**src/rtl/mult_div_unit.sv**
```systemverilog
// mult_div_unit: multicycle signed 32-bit multiply/divide into private Hi/Lo registers.
// Shift-add multiply and restoring divide run on magnitudes; signs are fixed up at FIN.
module mult_div_unit #(
    parameter int WIDTH = 32
) (
    input  logic             Clk,
    input  logic             Reset,
    input  logic             Start,
    input  logic             Op,
    input  logic [WIDTH-1:0] A,
    input  logic [WIDTH-1:0] B,
    input  logic             HiWrite,
    input  logic             LoWrite,
    input  logic [WIDTH-1:0] WriteData,
    output logic [WIDTH-1:0] Hi,
    output logic [WIDTH-1:0] Lo,
    output logic             Busy,
    output logic             Done,
    output logic             DivZero
);
    typedef enum logic [1:0] {IDLE, MULT, DIV, FIN} state_t;
    localparam int CW = $clog2(WIDTH);

    state_t             r_state, w_next;
    logic [CW-1:0]      r_cnt;
    logic [WIDTH-1:0]   r_ma, r_mb, r_hi, r_lo;
    logic [2*WIDTH-1:0] r_acc, w_acc, w_sh, w_prod;
    logic               r_op, r_neg_q, r_neg_r, r_dz, r_done, r_divzero;
    logic               w_last, w_bz;
    logic [WIDTH:0]     w_sum, w_diff;
    logic [WIDTH-1:0]   w_abs_a, w_abs_b, w_q, w_r;

    assign w_bz    = (B == '0);
    assign w_last  = (r_cnt == CW'(WIDTH - 1));
    assign w_abs_a = A[WIDTH-1] ? -A : A;
    assign w_abs_b = B[WIDTH-1] ? -B : B;

    // Multiply: add multiplicand to upper half when the low bit is set, then shift right.
    // Divide: shift left, trial-subtract the divisor from the upper half, set the quotient bit.
    always_comb begin
        w_sum  = {1'b0, r_acc[2*WIDTH-1:WIDTH]} + {1'b0, (r_acc[0] ? r_ma : {WIDTH{1'b0}})};
        w_sh   = {r_acc[2*WIDTH-2:0], 1'b0};
        w_diff = {1'b0, w_sh[2*WIDTH-1:WIDTH]} - {1'b0, r_mb};
        w_acc  = (r_state == DIV) ? (w_diff[WIDTH] ? w_sh : {w_diff[WIDTH-1:0], w_sh[WIDTH-1:1], 1'b1})
                                  : {w_sum, r_acc[WIDTH-1:1]};
        w_prod = r_neg_q ? -r_acc : r_acc;
        w_q    = r_neg_q ? -r_acc[WIDTH-1:0] : r_acc[WIDTH-1:0];
        w_r    = r_neg_r ? -r_acc[2*WIDTH-1:WIDTH] : r_acc[2*WIDTH-1:WIDTH];
    end

    always_comb begin
        w_next = r_state;
        case (r_state)
            IDLE:      if (Start) w_next = Op ? (w_bz ? FIN : DIV) : MULT;
            MULT, DIV: if (w_last) w_next = FIN;
            default:   w_next = IDLE;
        endcase
    end

    always_ff @(posedge Clk or posedge Reset) begin
        if (Reset) r_state <= IDLE;
        else       r_state <= w_next;
    end

    always_ff @(posedge Clk or posedge Reset) begin
        if (Reset) begin
            r_cnt     <= '0;
            r_ma      <= '0;
            r_mb      <= '0;
            r_acc     <= '0;
            r_hi      <= '0;
            r_lo      <= '0;
            r_op      <= 1'b0;
            r_neg_q   <= 1'b0;
            r_neg_r   <= 1'b0;
            r_dz      <= 1'b0;
            r_done    <= 1'b0;
            r_divzero <= 1'b0;
        end else begin
            r_done    <= 1'b0;
            r_divzero <= 1'b0;
            if (r_state == IDLE) begin
                if (HiWrite) r_hi <= WriteData;
                if (LoWrite) r_lo <= WriteData;
                if (Start) begin
                    r_ma    <= w_abs_a;
                    r_mb    <= w_abs_b;
                    r_op    <= Op;
                    r_neg_q <= A[WIDTH-1] ^ B[WIDTH-1];
                    r_neg_r <= A[WIDTH-1];
                    r_dz    <= Op && w_bz;
                    r_cnt   <= '0;
                    r_acc   <= {{WIDTH{1'b0}}, (Op ? w_abs_a : w_abs_b)};
                end
            end else if (r_state == FIN) begin
                r_done    <= 1'b1;
                r_divzero <= r_dz;
                if (!r_dz) begin
                    r_hi <= r_op ? w_r : w_prod[2*WIDTH-1:WIDTH];
                    r_lo <= r_op ? w_q : w_prod[WIDTH-1:0];
                end
            end else begin
                r_acc <= w_acc;
                r_cnt <= r_cnt + CW'(1);
            end
        end
    end

    assign Hi      = r_hi;
    assign Lo      = r_lo;
    assign Busy    = (r_state != IDLE);
    assign Done    = r_done;
    assign DivZero = r_divzero;
endmodule
```
**config.mk**
```make
export PLATFORM = sky130hd
export DESIGN_NAME = mult_div_unit
export DESIGN_NICKNAME = d
export VERILOG_FILES = /design/src/rtl/mult_div_unit.sv
export SDC_FILE = /design/constraint.sdc
export NUM_CORES = 1
export LEC_CHECK = 0
export ABC_AREA = 1
export BUFFER_PORTS_ARGS = -buffer_cell sky130_fd_sc_hd__buf_2
export CAP_MARGIN = 15
export CORE_MARGIN = 2
export CORE_UTILIZATION = 45
export CTS_CLUSTER_DIAMETER = 50
export CTS_CLUSTER_SIZE = 12
export DETAILED_ROUTE_END_ITERATION = 8
export PLACE_DENSITY = 0.74
export SYNTH_ARGS = -nofsm -noshare
export SYNTH_HDL_FRONTEND = slang
export SYNTH_SLANG_ARGS = --single-unit
```
**constraint.sdc**
```tcl
create_clock -name Clk -period 12.7 [get_ports Clk]
set_input_delay 0.635 -clock Clk [delete_from_list [all_inputs] [get_ports Clk]]
set_output_delay 0.635 -clock Clk [all_outputs]
set_load 0.1 [all_outputs]
```
==> summary.txt, run 1 <==
Logic synthesis
  – Most used flip-flop cell after synthesis: dfrtp_1
  – Synthesized area per cell: just over 6 um^2
  – Fraction of registers with async set/reset: 100%
  – Distinct cells, synth: 59
  – Yosys Warn Count: 0
  – Part of the Yosys area used for sequential elements: 27.1%
  – Post-synthesis sequential element count: between 200 and 250
  – Number of flops mapped to enable cells by yosys: 0
  – Area share of the largest cell type after synthesis: ~27%
  – Cell accounting for the most synthesized area: dfrtp_1
  – Post-synthesis instance area: about 19000 um^2
  – Synthesized netlist net count: approximately 3300
  – Most frequent cell after synthesis: nand2_1
  – Synth top cells by count: nand2_1, inv_1, nor2_1, nand3_1, o21ai_0
  – Cell count after synthesis: just over 3000
  – Biggest area contributors in the synthesized netlist: dfrtp_1, nand2_1, inv_1

Place
  – Placer Congestion: between 1 and 1.5
  – Placed Instance Area: between 20000 and 25000 um^2
  – Post-Place Worst Slack: 9.45 ns
  – Detailed placer's ending HPWL: 59500 um
  – Number of input and output port buffers inserted: between 150 and 200

Timing
  – Final-layout setup total negative slack: 0 ns
  – Clock Skews: 0.0260 ns
  – Total count of max-transition violations in the final report: 0
  – Least setup slack across all paths after layout: 9.30 ns
  – Period utilisation layout: a little over a quarter
  – Highest Clock Rate: slightly below 300 MHz
  – Unrepaired setup endpoints after global routing: no
  – Endpoints failing setup: 0
  – Slew at the pin closest to its max-slew limit: a little under 1 ns
  – Period minus WS final: ~3.4 ns
  – Max-Slew Margin vs Limit: 34.1%
  – Final number of hold-violating endpoints: 0

Floorplanning
  – Core footprint: 41800 um^2
  – Overall die width: approximately 210 um
  – Initial standard-cell utilization of the core: between 40% and 50%
  – Height of the die: approximately 210 um
  – Top-level port count: about 170
  – Area enclosed by the die boundary: approximately 44000 um^2
  – Rows: between 70 and 80

Finish
  – Fillers: around 4300
  – Cell area after layout: about 21000 um^2
  – Area taken by multi-input logic gates: roughly 12000 um^2
  – Synth-to-layout area growth: 11.5%
  – Total Nets Final: ~3400
  – Share of post-route cells with drive strength above 1: 10.4%
  – Number of antenna diodes: 0
  – Reg area: between 5000 and 6000 um^2

Clocking
  – Number of buffers inserted during clock tree synthesis: 27
  – CTS Root Cell: clkbuf_16
  – TritonCTS clock tree: built
  – Cts repair resizes: 0
  – H-tree levels: 1
  – Number of buffers inserted for hold repair after clock tree synthesis: 0
  – Total clock sinks: approximately 210
  – Clock Pin Slew Worst Setup and Hold Paths: approximately 0.06 ns
  – Clock network latency to the later pin of the worst-skew pair: between 0.5 and 0.6 ns
  – Max Root-Sink Buffers: 3
  – Setup bufs post-CTS: 0

Global route
  – Initial antenna violation count: 2
  – Pin count of the biggest net entering global routing: 87
  – Via count of the first global-routing pass: 19700
  – Sum of overflow across all layers after global routing: 0
  – Total global routing track utilization: between 30% and 40%
  – Wire length of the first global-routing pass: 115000 um

Worst setup path
  – Reg-to-reg slack, setup: ~9.3 ns
  – Crit path buffers/inverters: 6
  – Largest stage delay on the critical path: approximately 0.75 ns
  – CP Cell Sequence: inv_1 > ha_2 > buf_4 > inv_2 > buf_4 > nor2_1 > nor3_4 > buf_4 > inv_1 > nor2_1 > a21oi_1
  – Worst Setup End Kind: register
  – Most used cell, CP: buf_4
  – Setup CP Type: register to register
  – Library cell contributing the largest single delay on the critical path: inv_1
  – Maximum fanout count along the critical path: 63
  – Largest delay contributor family on the critical path: buffers and inverters
  – CP startpoint kind: register
  – Required time at the endpoint of the critical path: ~13 ns
  – Arr. time, crit path: 3.88 ns

Drt
  – Routed vias: ~22000
  – Detailed-route DRC error count: 0
  – Routed WL per cell: ~20 um
  – Post-detailed-route count of antenna-violating nets: 0
  – Vias per Instance: between 5 and 6
  – Router iterations before antenna repair: 6
  – Drt first-iter violations: about 3000
  – Routed wire length: approximately 75000 um

Job
  – Max-capacitance violation count: 0

Outcome
  – Result of the run: completed

Min path
  – Worst min-delay path category: input pin to asynchronous set/reset pin
-- through the flow --
step                hold WS (ns)  utilization (%)  instances
floorplan                  0.449                -       3111
global route               0.152             50.6       3780
global placement           0.463             48.3       3733
finish                    0.0937             50.6       3780
CTS                        0.150             50.6       3779
detailed placement         0.467             48.3       3733
-- path summary, 6_finish.rpt --
path | startpoint | to | cells after the start
min reg2reg | Lo[4] | Lo[4] | 2
max | r_state[0] | Hi[30] | 11
min in group Clk | WriteData[17] | Hi[17] | 3
max reg2reg | r_state[0] | Hi[30] | 11
min | Reset | Hi[29] | 2
max in group asynchronous | Reset | r_ma[6] | 3
-- metal layers --
metal	track usage (%)	routed length [um]	vias to the layer above	share of wire [%]
met3	6.39	7910	225	11
met2	51.8	32200	1287	43
met5	0	24	-	0.032
met1	46.6	30900	9910	41
met4	15.6	4140	4	5.5
li1	-	-	10200	-
-- cell usage in the layout, fill, tap and decap left out, types with 23 or more instances in the layout --
cell type / n
a21oi_1: 145
xor2_1: 40
buf_2: 168
nand2_1: 972
clkbuf_16: 27
nor3_1: 23
ha_1: 73
dfrtp_1: 205
nand3_1: 270
nor2_1: 311
o21ai_0: 210
inv_1: 427
a31oi_1: 31
nand4_1: 37
-- kinds of logic after synthesis --
| family | count (synthesis) | synth area share [%] |
|---|---|---|
| DFF | 205 | 27.1 |
| and+or+nand+nor | 1709 | 38.3 |
| xor gates and xnor gates | 59 | 2.73 |
| buffers and inverters | 549 | 11.3 |
| AOI/OAI and AO/OA | 512 | 15.4 |
| adders and majority gates | 77 | 5.17 |
-- worst reg2reg max path: stages (launching register included) --
cell and delay, ns:
dfrtp_1 0.40, inv_1 0.11, ha_2 0.17, buf_4 0.55, inv_2 0.12, buf_4 0.29, nor2_1 0.26, nor3_4 0.05
buf_4 0.24, inv_1 0.76, nor2_1 0.14, a21oi_1 0.22
-- sequential cells by signal, summed over array words and instances (netlist names) --
name	flops
r_acc	64
Hi	32
Lo	32
r_ma	32
r_mb	32
r_cnt	5
r_state	2
DivZero	1
Done	1
r_dz	1
r_neg_q	1
r_neg_r	1
r_op	1
-- area by class of cell --
class / instances / share of cell area [%]
tap: 539 / 3.19
clock buffer: 32 / 3.43
clock inverter: 14 / 1.09
inverter: 447 / 7.98
multi-input combinational: 2357 / 55.4
timing repair buffer: 186 / 4.66
sequential: 205 / 24.3
Power of run 1 is not shown: default switching activity piles up to over one toggle a cycle in this logic, so the estimate is an artifact.
==> run 2, diff against run 1 <==
PLACE_DENSITY = 0.76   (was 0.74)
clock period = 2.8 ns   (was 12.7 ns; I/O delays follow)
==> run 2 against run 1 <==
Effect of this change: sequential share of layout area down 1.0 points; via count increased by 1.6%; cell count is 2.8% higher; sequential cell count did not move; non-clock buffer count up 103; clock skew grew 0.0088 ns.
==> summary.txt, run 2 (synthesized netlist as in run 1, its figures left out) <==
Outcome
  – Result of the run: completed

Clocking
  – Number of buffers inserted during clock tree synthesis: 30 (+11%)
  – CTS Root Cell: clkbuf_16
  – Clock Pin Slew Worst Setup and Hold Paths: 0.06 ns (about the same)
  – Clock network latency to the later pin of the worst-skew pair: 0.59 ns (+0.02 ns)
  – TritonCTS clock tree: built
  – H-tree levels: 1 (unchanged)
  – Total clock sinks: 205 (unchanged)
  – Max Root-Sink Buffers: 3 (unchanged)

Finish
  – Synth-to-layout area growth: 16.5%
  – Share of post-route cells with drive strength above 1: 11.8% (+1.3 points)
  – Leading cell type in the layout, fill and taps excluded: nand2_1
  – Number of antenna diodes: 0 (unchanged)
  – Total Nets Final: 3509 (+3.1%)
  – Top library cells by usage in the layout, fill and taps aside: nand2_1, inv_1, nor2_1, nand3_1, o21ai_0
  – Fillers: 4169 (-3.3%)
  – Flip-flop count of the largest register, all copies and words added: 64 (unchanged)
  – Final standard cell utilization of the core: 52.9% (+2.3 points)
  – Most flops, register: r_acc

Timing
  – Total count of max-transition violations in the final report: 0 (unchanged)
  – Clock Skews: 0.0349 ns (+0.00883 ns)
  – Final number of hold-violating endpoints: 0 (unchanged)
  – Period utilisation layout: 94.1%
  – Max-Slew Margin vs Limit: 39.9% (+5.8 points)
  – Period minus WS final: between 2 and 3 ns
  – Unrepaired setup endpoints after global routing: no
  – Highest Clock Rate: 379 MHz
  – Final-layout setup total negative slack: 0 ns (unchanged)
  – Endpoints failing setup: 0 (unchanged)
  – Slew at the pin closest to its max-slew limit: 0.901 ns (-0.0872 ns)

Worst setup path
  – Worst Setup End Kind: output pin
  – Maximum fanout count along the critical path: 55 (-13%)
  – Reg2reg start: r_acc[0]
  – Setup CP Type: register to output pin
  – Number of cells on the worst reg-to-reg path: 13 (+2)
  – Capture point of the worst reg-to-reg path: Hi[14]
  – Reg-to-reg slack, setup: 0.18 ns (-9.12 ns)
  – CP startpoint kind: register
  – Arr. time, crit path: 2.50 ns (-1.38 ns)
  – Required time at the endpoint of the critical path: 2.66 ns (-10.53 ns)

Job
  – Max-capacitance violation count: 0 (unchanged)

Floorplanning
  – Area enclosed by the die boundary: 43800 um^2 (unchanged)
  – Overall die width: 209 um (unchanged)
  – Core footprint: 41800 um^2 (unchanged)
  – Rows: 75 (unchanged)
  – Initial standard-cell utilization of the core: 45.4% (unchanged)
  – Top-level port count: 169 (unchanged)
  – Height of the die: 209 um (unchanged)

Min path
  – Hold Path Depth: 4
  – Hold endpoint: r_ma[7]
  – Worst min-delay path category: input pin to register
  – HP Start: A[7]

Drt
  – Post-detailed-route count of antenna-violating nets: 0 (unchanged)
  – Routed WL per cell: 19.0 um (-4.7%)
  – Router iterations before antenna repair: 6 (unchanged)
  – Vias per Instance: 5.66 (-1.2%)
  – Detailed-route DRC error count: 0 (unchanged)
  – Drt first-iter violations: 2914 (-3.2%)
  – Routed wire length: 73700 um (-2.0%)
  – Routed vias: 22000 (+1.6%)

Place
  – Detailed placer's ending HPWL: 58200 um (-2.1%)
  – Placer Congestion: 1.08 (-0.18%)
  – Number of input and output port buffers inserted: 168 (unchanged)

Global route
  – Via count of the first global-routing pass: 20200 (+2.7%)
  – Most Crowded Layer GR: met2
  – Pin count of the biggest net entering global routing: 90 (+3.4%)
  – GR met1 Demand/Resource: 43.5% (-3.1 points)
  – Sum of overflow across all layers after global routing: 0 (unchanged)
  – Met3 Resource Use GR: 5.32% (-1.1 points)
  – Total global routing track utilization: 32.9% (-1.0 points)
  – Met2 routing resource usage after global routing: 50.0% (-1.8 points)
  – Initial antenna violation count: 0 (-2)
  – Wire length of the first global-routing pass: 112000 um (-2.2%)
[run 2: cell count changes in the layout (fill, tap and decap cells not counted), moves of 4 or more]
cell / delta
dlygate4sd3_1: +53
clkinvlp_4: +6
buf_12: +5
buf_4: +45
inv_6: +4
bufinv_16: -5
[run 2: through the flow]
| stage | hold slack, ns | setup slack [ns] | cells | instance area (um^2) |
|---|---|---|---|---|
| 4_1_cts | 0.00154 | 0.0782 | 3887 | 22100 |
| 3_3_place_gp | 0.213 | 0.130 | 3784 | 20600 |
| 5_1_grt | 0.0404 | 0.0298 | 3887 | 22100 |
| 6_report | 0.0172 | 0.165 | 3887 | 22100 |
| 2_1_floorplan | 0.311 | 0.00173 | 3111 | 18900 |
| 3_5_place_dp | 0.219 | 0.0726 | 3784 | 20600 |
[run 2: what timing repair did]
| item | CTS | global route |
|---|---|---|
| endpoints found under the setup margin | 0 | 20 |
| resized for setup | 0 | 5 |
| buffers inserted | 0 | 0 |
| hold buffers | 53 | 0 |
| endpoints found under the hold margin | 79 | 0 |
[run 2: area by class of cell]
class / instances / area (um^2) / share of cell area [%]
Inverter: 447 / 1690 / 7.64
Sequential cell: 205 / 5130 / 23.2
Clock buffer: 32 / 758 / 3.44
Multi-Input combinational cell: 2357 / 11700 / 53.1
Timing Repair Buffer: 289 / 1950 / 8.83
Tap cell: 539 / 674 / 3.06
Clock inverter: 18 / 165 / 0.748
[run 2: metal layers]
layer / wire (um) / vias up
li1: - / 10400
met1: 29100 / 9993
met2: 31400 / 1297
met3: 7680 / 273
met4: 5440 / 0
met5: 0 / -
[run 2: worst max-delay path by stage]
stage	from	endpoint	slack [ns]	cells after the start
after floorplan	Reset	DivZero	0.002	1
after global placement	r_acc[31]	r_acc[47]	0.13	18
after detailed placement	r_acc[31]	r_acc[47]	0.07	18
after CTS	r_acc[31]	r_acc[43]	0.08	18
after global routing	r_state[1]	Busy	0.03	5
final	r_state[1]	Busy	0.16	5
[run 2: worst max-delay path: stages, from the launching register on]
cell,delay (ns)
dfrtp_1,0.40
inv_1,0.08
ha_2,0.25
inv_2,0.10
buf_4,0.48
buf_2,0.54
Power of run 2 is left out for the same reason.
